[config.mk]
export PLATFORM = sky130hd
export DESIGN_NAME = cpu_step_controller_flat
export DESIGN_NICKNAME = d
export VERILOG_FILES = /design/src/rtl/cpu_step_if.sv /design/src/rtl/cpu_step_controller.sv /design/src/flat_wrapper.sv
export SDC_FILE = /design/constraint.sdc
export NUM_CORES = 1
export LEC_CHECK = 0
export BUFFER_PORTS_ARGS = -buffer_cell sky130_fd_sc_hd__clkbuf_2
export CAP_MARGIN = 30
export CELL_PAD_IN_SITES_DETAIL_PLACEMENT = 1
export CELL_PAD_IN_SITES_GLOBAL_PLACEMENT = 1
export CORE_ASPECT_RATIO = 0.5
export CORE_UTILIZATION = 40
export CTS_BUF_LIST = sky130_fd_sc_hd__clkbuf_8
export DETAILED_ROUTE_END_ITERATION = 16
export PLACE_DENSITY = 0.76
export SYNTH_ARGS = -nofsm -noshare
export SYNTH_HDL_FRONTEND = slang
export SYNTH_SLANG_ARGS = --single-unit
[constraint.sdc]
create_clock -name clk -period 2.87 [get_ports clk]
set_input_delay 0.287 -clock clk [delete_from_list [all_inputs] [get_ports clk]]
set_output_delay 0.287 -clock clk [all_outputs]
set_load 0.03 [all_outputs]
[src/rtl/cpu_step_if.sv]
// ---------------------------------------------------------------------------
// cpu_step_if
//
// Bundles the signals exchanged between the step controller, the front-panel
// inputs and the CPU core.
//
//   step_btn_n  raw step push-button, active-low, asynchronous
//   run_sw      raw run slide switch, asynchronous (1 = free-run)
//   bp_en       breakpoint enable (static)
//   bp_addr     breakpoint PC (static)
//   pc_addr     current PC reported by the core
//   cpu_clk_en  one-cycle advance pulse for every state element of the core
//   running     high while the controller is free-running
//   halted      high while the controller sits on a breakpoint
//   step_count  number of cpu_clk_en pulses issued (wraps)
//
// slave  : the step controller's view.
// master : the view of whatever drives the inputs and observes the outputs.
// ---------------------------------------------------------------------------
interface cpu_step_if;
  logic        step_btn_n;
  logic        run_sw;
  logic        bp_en;
  logic [31:0] bp_addr;
  logic [31:0] pc_addr;
  logic        cpu_clk_en;
  logic        running;
  logic        halted;
  logic [31:0] step_count;

  modport slave (
    input  step_btn_n,
    input  run_sw,
    input  bp_en,
    input  bp_addr,
    input  pc_addr,
    output cpu_clk_en,
    output running,
    output halted,
    output step_count
  );

  modport master (
    output step_btn_n,
    output run_sw,
    output bp_en,
    output bp_addr,
    output pc_addr,
    input  cpu_clk_en,
    input  running,
    input  halted,
    input  step_count
  );
endinterface

[src/rtl/cpu_step_controller.sv]
// ---------------------------------------------------------------------------
// cpu_step_controller
//
// Clock-enable generator placed in front of the single-cycle CPU core. The
// raw step button and run switch are synchronised and debounced; the
// controller then issues one-cycle cpu_clk_en pulses either once per button
// press (single-step) or once every RUN_DIV cycles (free-run). Free-run stops
// in HALT when the PC reaches an enabled breakpoint, before that instruction
// executes; a step press from HALT executes it.
//
// Parameters
//   DEBOUNCE_CYCLES  stable synchronised samples needed to accept a change
//   RUN_DIV          cycles between free-run pulses (>= 2)
//
// Ports
//   clk    system clock (only clock)
//   reset  asynchronous, active-high reset
//   bus    cpu_step_if.slave: raw inputs, breakpoint, PC in; pulse and
//          status out (all outputs registered)
// ---------------------------------------------------------------------------
module cpu_step_controller #(
  parameter int DEBOUNCE_CYCLES = 1000000,
  parameter int RUN_DIV         = 5000000
) (
  input  logic       clk,
  input  logic       reset,
  cpu_step_if.slave  bus
);

  localparam int DB_W  = $clog2(DEBOUNCE_CYCLES + 1);
  localparam int DIV_W = $clog2(RUN_DIV);

  localparam logic [DB_W-1:0]  DB_LIMIT = DB_W'(DEBOUNCE_CYCLES);
  localparam logic [DIV_W-1:0] DIV_LAST = DIV_W'(RUN_DIV - 1);

  typedef enum logic [1:0] {
    IDLE = 2'd0,
    STEP = 2'd1,
    RUN  = 2'd2,
    HALT = 2'd3
  } state_t;

  // -------------------------------------------------------------------------
  // Stage p0/p1: two-flop synchronisers for the asynchronous panel inputs
  // -------------------------------------------------------------------------
  logic btn_sync_p0, btn_sync_p1;
  logic run_sync_p0, run_sync_p1;

  always_ff @(posedge clk or posedge reset) begin
    if (reset) begin
      btn_sync_p0 <= 1'b1;
      btn_sync_p1 <= 1'b1;
      run_sync_p0 <= 1'b0;
      run_sync_p1 <= 1'b0;
    end else begin
      btn_sync_p0 <= bus.step_btn_n;
      btn_sync_p1 <= btn_sync_p0;
      run_sync_p0 <= bus.run_sw;
      run_sync_p1 <= run_sync_p0;
    end
  end

  // -------------------------------------------------------------------------
  // Debounce: the counter only advances while the synchronised input
  // disagrees with the accepted level; any agreeing sample restarts it, so a
  // glitch shorter than DEBOUNCE_CYCLES never reaches the accepted level.
  // -------------------------------------------------------------------------
  logic            btn_db;
  logic [DB_W-1:0] btn_cnt;
  logic            run_db;
  logic [DB_W-1:0] run_cnt;

  always_ff @(posedge clk or posedge reset) begin
    if (reset) begin
      btn_db  <= 1'b1;
      btn_cnt <= '0;
    end else if (btn_sync_p1 == btn_db) begin
      btn_cnt <= '0;
    end else if (btn_cnt == DB_LIMIT) begin
      btn_db  <= btn_sync_p1;
      btn_cnt <= '0;
    end else begin
      btn_cnt <= btn_cnt + DB_W'(1);
    end
  end

  always_ff @(posedge clk or posedge reset) begin
    if (reset) begin
      run_db  <= 1'b0;
      run_cnt <= '0;
    end else if (run_sync_p1 == run_db) begin
      run_cnt <= '0;
    end else if (run_cnt == DB_LIMIT) begin
      run_db  <= run_sync_p1;
      run_cnt <= '0;
    end else begin
      run_cnt <= run_cnt + DB_W'(1);
    end
  end

  // -------------------------------------------------------------------------
  // Press detect: one-cycle request on the debounced press (1 -> 0)
  // -------------------------------------------------------------------------
  logic btn_db_d;
  logic step_req;

  always_ff @(posedge clk or posedge reset) begin
    if (reset) begin
      btn_db_d <= 1'b1;
      step_req <= 1'b0;
    end else begin
      btn_db_d <= btn_db;
      step_req <= btn_db_d & ~btn_db;
    end
  end

  // -------------------------------------------------------------------------
  // Control FSM: state register, next-state logic, output logic
  // -------------------------------------------------------------------------
  state_t           state_q, state_d;
  logic [DIV_W-1:0] div_q, div_d;
  logic             pulse_q, pulse_d;
  logic             running_q, running_d;
  logic             halted_q, halted_d;
  logic [31:0]      step_count_q;

  logic bp_hit;
  logic div_wrap;

  // The breakpoint compares against the PC of the instruction about to
  // execute, so a hit suppresses the pulse that would have executed it.
  assign bp_hit   = bus.bp_en && (bus.pc_addr == bus.bp_addr);
  assign div_wrap = (state_q == RUN) && (div_q == DIV_LAST);

  always_ff @(posedge clk or posedge reset) begin
    if (reset) begin
      state_q      <= IDLE;
      div_q        <= '0;
      pulse_q      <= 1'b0;
      running_q    <= 1'b0;
      halted_q     <= 1'b0;
      step_count_q <= '0;
    end else begin
      state_q   <= state_d;
      div_q     <= div_d;
      pulse_q   <= pulse_d;
      running_q <= running_d;
      halted_q  <= halted_d;
      if (pulse_d) begin
        step_count_q <= step_count_q + 32'd1;
      end
    end
  end

  always_comb begin
    state_d = state_q;
    case (state_q)
      IDLE: begin
        // Run switch wins over a coincident step press.
        if (run_db) begin
          state_d = RUN;
        end else if (step_req) begin
          state_d = STEP;
        end
      end
      STEP: begin
        // Always back through IDLE; IDLE re-enters RUN if the switch is on.
        state_d = IDLE;
      end
      RUN: begin
        // Step presses are deliberately ignored while free-running.
        if (!run_db) begin
          state_d = IDLE;
        end else if (div_wrap && bp_hit) begin
          state_d = HALT;
        end
      end
      HALT: begin
        if (!run_db) begin
          state_d = IDLE;
        end else if (step_req) begin
          state_d = STEP;
        end
      end
      default: state_d = IDLE;
    endcase
  end

  always_comb begin
    // Divider only runs while staying in RUN, so every entry starts from 0.
    div_d = '0;
    if ((state_q == RUN) && (state_d == RUN) && !div_wrap) begin
      div_d = div_q + DIV_W'(1);
    end

    // A free-run pulse needs a wrap that is neither cut short by the run
    // switch dropping nor blocked by the breakpoint; STEP always pulses.
    pulse_d   = (state_d == STEP) ||
                (div_wrap && run_db && !bp_hit);
    running_d = (state_d == RUN);
    halted_d  = (state_d == HALT);
  end

  assign bus.cpu_clk_en = pulse_q;
  assign bus.running    = running_q;
  assign bus.halted     = halted_q;
  assign bus.step_count = step_count_q;

endmodule

[src/flat_wrapper.sv]
// flat-port wrapper written by rule: the top's interface ports become plain ports
module cpu_step_controller_flat 
#(
  parameter int DEBOUNCE_CYCLES = 1000000,
  parameter int RUN_DIV         = 5000000
)
  (clk, reset, bus_step_btn_n, bus_run_sw, bus_bp_en, bus_bp_addr, bus_pc_addr, bus_cpu_clk_en, bus_running, bus_halted, bus_step_count);
  cpu_step_if bus_i ();
  input  logic clk;
  input  logic reset;
  input wire logic [$bits(bus_i.step_btn_n)-1:0] bus_step_btn_n;
  input wire logic [$bits(bus_i.run_sw)-1:0] bus_run_sw;
  input wire logic [$bits(bus_i.bp_en)-1:0] bus_bp_en;
  input wire logic [$bits(bus_i.bp_addr)-1:0] bus_bp_addr;
  input wire logic [$bits(bus_i.pc_addr)-1:0] bus_pc_addr;
  output wire logic [$bits(bus_i.cpu_clk_en)-1:0] bus_cpu_clk_en;
  output wire logic [$bits(bus_i.running)-1:0] bus_running;
  output wire logic [$bits(bus_i.halted)-1:0] bus_halted;
  output wire logic [$bits(bus_i.step_count)-1:0] bus_step_count;
  assign bus_i.step_btn_n = bus_step_btn_n;
  assign bus_i.run_sw = bus_run_sw;
  assign bus_i.bp_en = bus_bp_en;
  assign bus_i.bp_addr = bus_bp_addr;
  assign bus_i.pc_addr = bus_pc_addr;
  assign bus_cpu_clk_en = bus_i.cpu_clk_en;
  assign bus_running = bus_i.running;
  assign bus_halted = bus_i.halted;
  assign bus_step_count = bus_i.step_count;
  cpu_step_controller #(.DEBOUNCE_CYCLES(DEBOUNCE_CYCLES), .RUN_DIV(RUN_DIV)) u_core (.clk(clk), .reset(reset), .bus(bus_i));
endmodule
==> results.md <==
* Crit path launch type: register
* Overall power at about 0.0026 W
* DP HPWL at roughly 10000 microns
* Max_cap viols at 0
* Initial antenna violation count at 0
* Post-synth net total at approximately 640
* Routability cong. at around 0.80
* Leading cell type in the layout, fill and taps excluded: dfrtp_1
* Synth warn at 0
* CTS root buffer: clkbuf_8
* TNS Setup at 0 ns
* Skew-Pair Late Insertion Delay at roughly 0.39 ns
* Hold Buf Count CTS at 2
* Fin crit period at ~2.6 ns
* Initial Util at approximately 42%
* Worst-path clk slew at ~0.12 ns
* Antenna diode count at 0
* CP Max Fanout at 14
* Primary FF master, synth: dfrtp_1
* Seq cells post-synth at between 100 and 150
* RSZ-0062 raised after global routing: no
* Syn Std Cell Area at roughly 0.0055 sq mm
* CP Class: reg2reg
* Gr busiest metal: met2
* Detail Route Antenna Nets at 0
* Layout cell share with drive strength beyond 1 at about a fifth
* Fin. Hold Viols at 0
* Die area at around 0.014 sq mm
* Global-route wire length before repair at 23100 microns
* Register area share after synthesis at between 40 and 50%
* Setup repair bufs after CTS at 0
* GRT Overall Usage at between 20% and 30%
* Nets@finish at ~750
* Post-CTS sizing at 0
* Crit path required time at 3.19 ns
* Core box area at ~0.013 sq mm
* Placed cells at a little over 800
* Fin. max-slew vios at 0
* CP max stage delay at 0.47 ns
* VDD IR max at 0.197 mV
* Setup Viol. Count Final at 0
* Worst Hold Class: in2async
* Buf/Inv on CP at 2
* Drc violations at 0
* Pin count of the biggest net entering global routing at slightly below 60
* Data arrival, critical path at about 2.9 ns
* Relative slew margins at about half
* Routed len/inst at ~16 microns
* Fmax at a little under 400 MHz
* H-tree depth at 3
* Syn avg cell area at between 9 and 10 sq um
* Highest-count cells in the layout ignoring fill and taps: 104 x dfrtp_1, 103 x clkbuf_2, 88 x nor2_1
* Clock Skews at 0.0154 ns
* Total CTS buffers at 9
* GR Util met1 at between 20% and 30%
* Post-Route WL at roughly 13000 microns
* Final cell count without fillers at 848
* I/O pins at 104
* Synth cell types at 34
* TritonCTS Sinks at roughly 110
* Site row count at 29
* Worst Tran Pin Value at around 0.75 ns
* CTS tree: built
* Worst-case clock buffer depth at 2
* Synthesis-to-finish area growth at 17.0%
* Crit-path cells: nor4b_1, nand4_1, nor4_1, buf_4, o311a_1, nor2_4, buf_4, nor4b_1, xor2_1
* Pre-antenna DRT Iters at 4
* Post-synth EDFFs at 0
* Crit end category: register
* Number of DRC markers in iteration 0 at 127
* Static leakage at roughly 2.9 nW
* Vias in the first global route at 4733
* CP max-delay cell: dfrtp_1
* Die Span Y at 84.9 microns
* Status: finished clean
* Final Cycle Share at 89.6%
* Met3 Track Usage GR at 5.55%
* PwrDens at roughly 410 mW/mm^2
* Fraction of registers with async set/reset at 100%
* IO Port Bufs at slightly above 100
* Die width at 168 microns
* Gr ovfl total at 0
* Mapped Cells at 562
* CP top delay family: simple AND/OR/NAND/NOR gates
* Vias at approximately 4.5k
* DR vias/cell at 5.26
* Met2 GRT Util at between 30% and 40%
Yosys cell counts (2+ instances only):
cell / count / area, sq um
dfrtp_1: 104 / 2600
nor2_1: 88 / 330
xor2_1: 65 / 569
xnor2_1: 50 / 438
nand3_1: 37 / 185
nand2_1: 34 / 128
nand4_1: 28 / 175
inv_1: 21 / 78.8
nor3_1: 17 / 85.1
nor4_1: 14 / 87.6
and3_1: 12 / 75.1
nor4b_1: 11 / 96.3
or3_1: 11 / 68.8
o21ai_0: 10 / 50.1
a21oi_1: 9 / 45.0
clkbuf_1: 8 / 30.0
ha_1: 6 / 75.1
or4_1: 6 / 45.0
and4_1: 4 / 35.0
dfstp_2: 4 / 105
buf_6: 3 / 33.8
or2_2: 3 / 18.8
and2_1: 2 / 12.5
mux2_2: 2 / 22.5
nand2b_1: 2 / 12.5
nor2b_1: 2 / 12.5
nor4bb_1: 2 / 20.0
cells by family after synthesis:
logic type	after synthesis	synth area share [%]
and+or+nand+nor	276	25.7
xor gates and xnor gates	115	18.3
DFF	108	49.2
buffers and inverters	32	2.59
AOI/OAI and AO/OA	22	2.16
adders and majority gates	6	1.36
muxes	3	0.614
flip-flops by register name, indices dropped and copies added (netlist names):
register,count
u_core.bus.cpu_clk_en,1
u_core.bus.step_count,32
u_core.btn_db_d,1
u_core.state_q,2
u_core.bus.halted,1
u_core.btn_sync_p1,1
u_core.step_req,1
u_core.run_db,1
u_core.div_q,23
u_core.bus.running,1
u_core.btn_db,1
u_core.run_cnt,20
u_core.run_sync_p1,1
u_core.btn_sync_p0,1
u_core.btn_cnt,20
u_core.run_sync_p0,1
metrics by stage:
step / instance area [sq um] / utilization [%] / hold WS [ns] / worst slack [ns]
after global routing: 6430 / 49.4 / 0.132 / 0.0202
after detailed placement: 6230 / 47.8 / 0.358 / 0.166
final: 6430 / 49.4 / 0.0887 / 0.297
after floorplan: 5500 / - / 0.291 / 0.418
after global placement: 6230 / 47.8 / 0.336 / 0.225
after CTS: 6430 / 49.4 / 0.105 / 0.272
metal layers:
metal  part of all wire, %  routed length, microns
met5                     0                       0
met4                   1.6                     208
met2                    50                    6690
met3                   2.9                     393
met1                    46                    6110
final timing paths:
| check | slack, ns | end | startpoint | cells past startpoint |
|---|---|---|---|---|
| max | 0.30 | u_core.bus.step_count[31] | u_core.div_q[15] | 9 |
| min | 0.09 | u_core.run_db | reset | 3 |
| max reg2reg | 0.30 | u_core.bus.step_count[31] | u_core.div_q[15] | 9 |
| min reg2reg | 0.38 | u_core.run_sync_p1 | u_core.run_sync_p0 | 0 |
| max in group asynchronous | 2.24 | u_core.btn_cnt[8] | reset | 3 |
| min in group clk | 0.29 | u_core.bus.halted | bus_bp_en | 5 |
power breakdown:
part           switching (W)  internal [W]
Sequential         0.0000117       0.00153
Clock               0.000552      0.000346
Combinational       0.000102     0.0000797
Total               0.000665       0.00196
worst reg2reg max path, stage by stage (launching register included):
cell	delay, ns
dfrtp_1	0.47
nor4b_1	0.35
nand4_1	0.17
nor4_1	0.25
buf_4	0.18
o311a_1	0.23
nor2_4	0.07
buf_4	0.19
nor4b_1	0.42
xor2_1	0.19
cell type report:
type / instances / area, sq um
Inverter: 21 / 82.6
Sequential cell: 108 / 2710
Tap cell: 170 / 213
Clock buffer: 10 / 138
Multi-Input combinational cell: 422 / 2650
Clock inverter: 6 / 50.0
Timing Repair Buffer: 111 / 593
Fill cell: 1507 / 6590
Note: power is estimated with default switching activity, not from simulation.
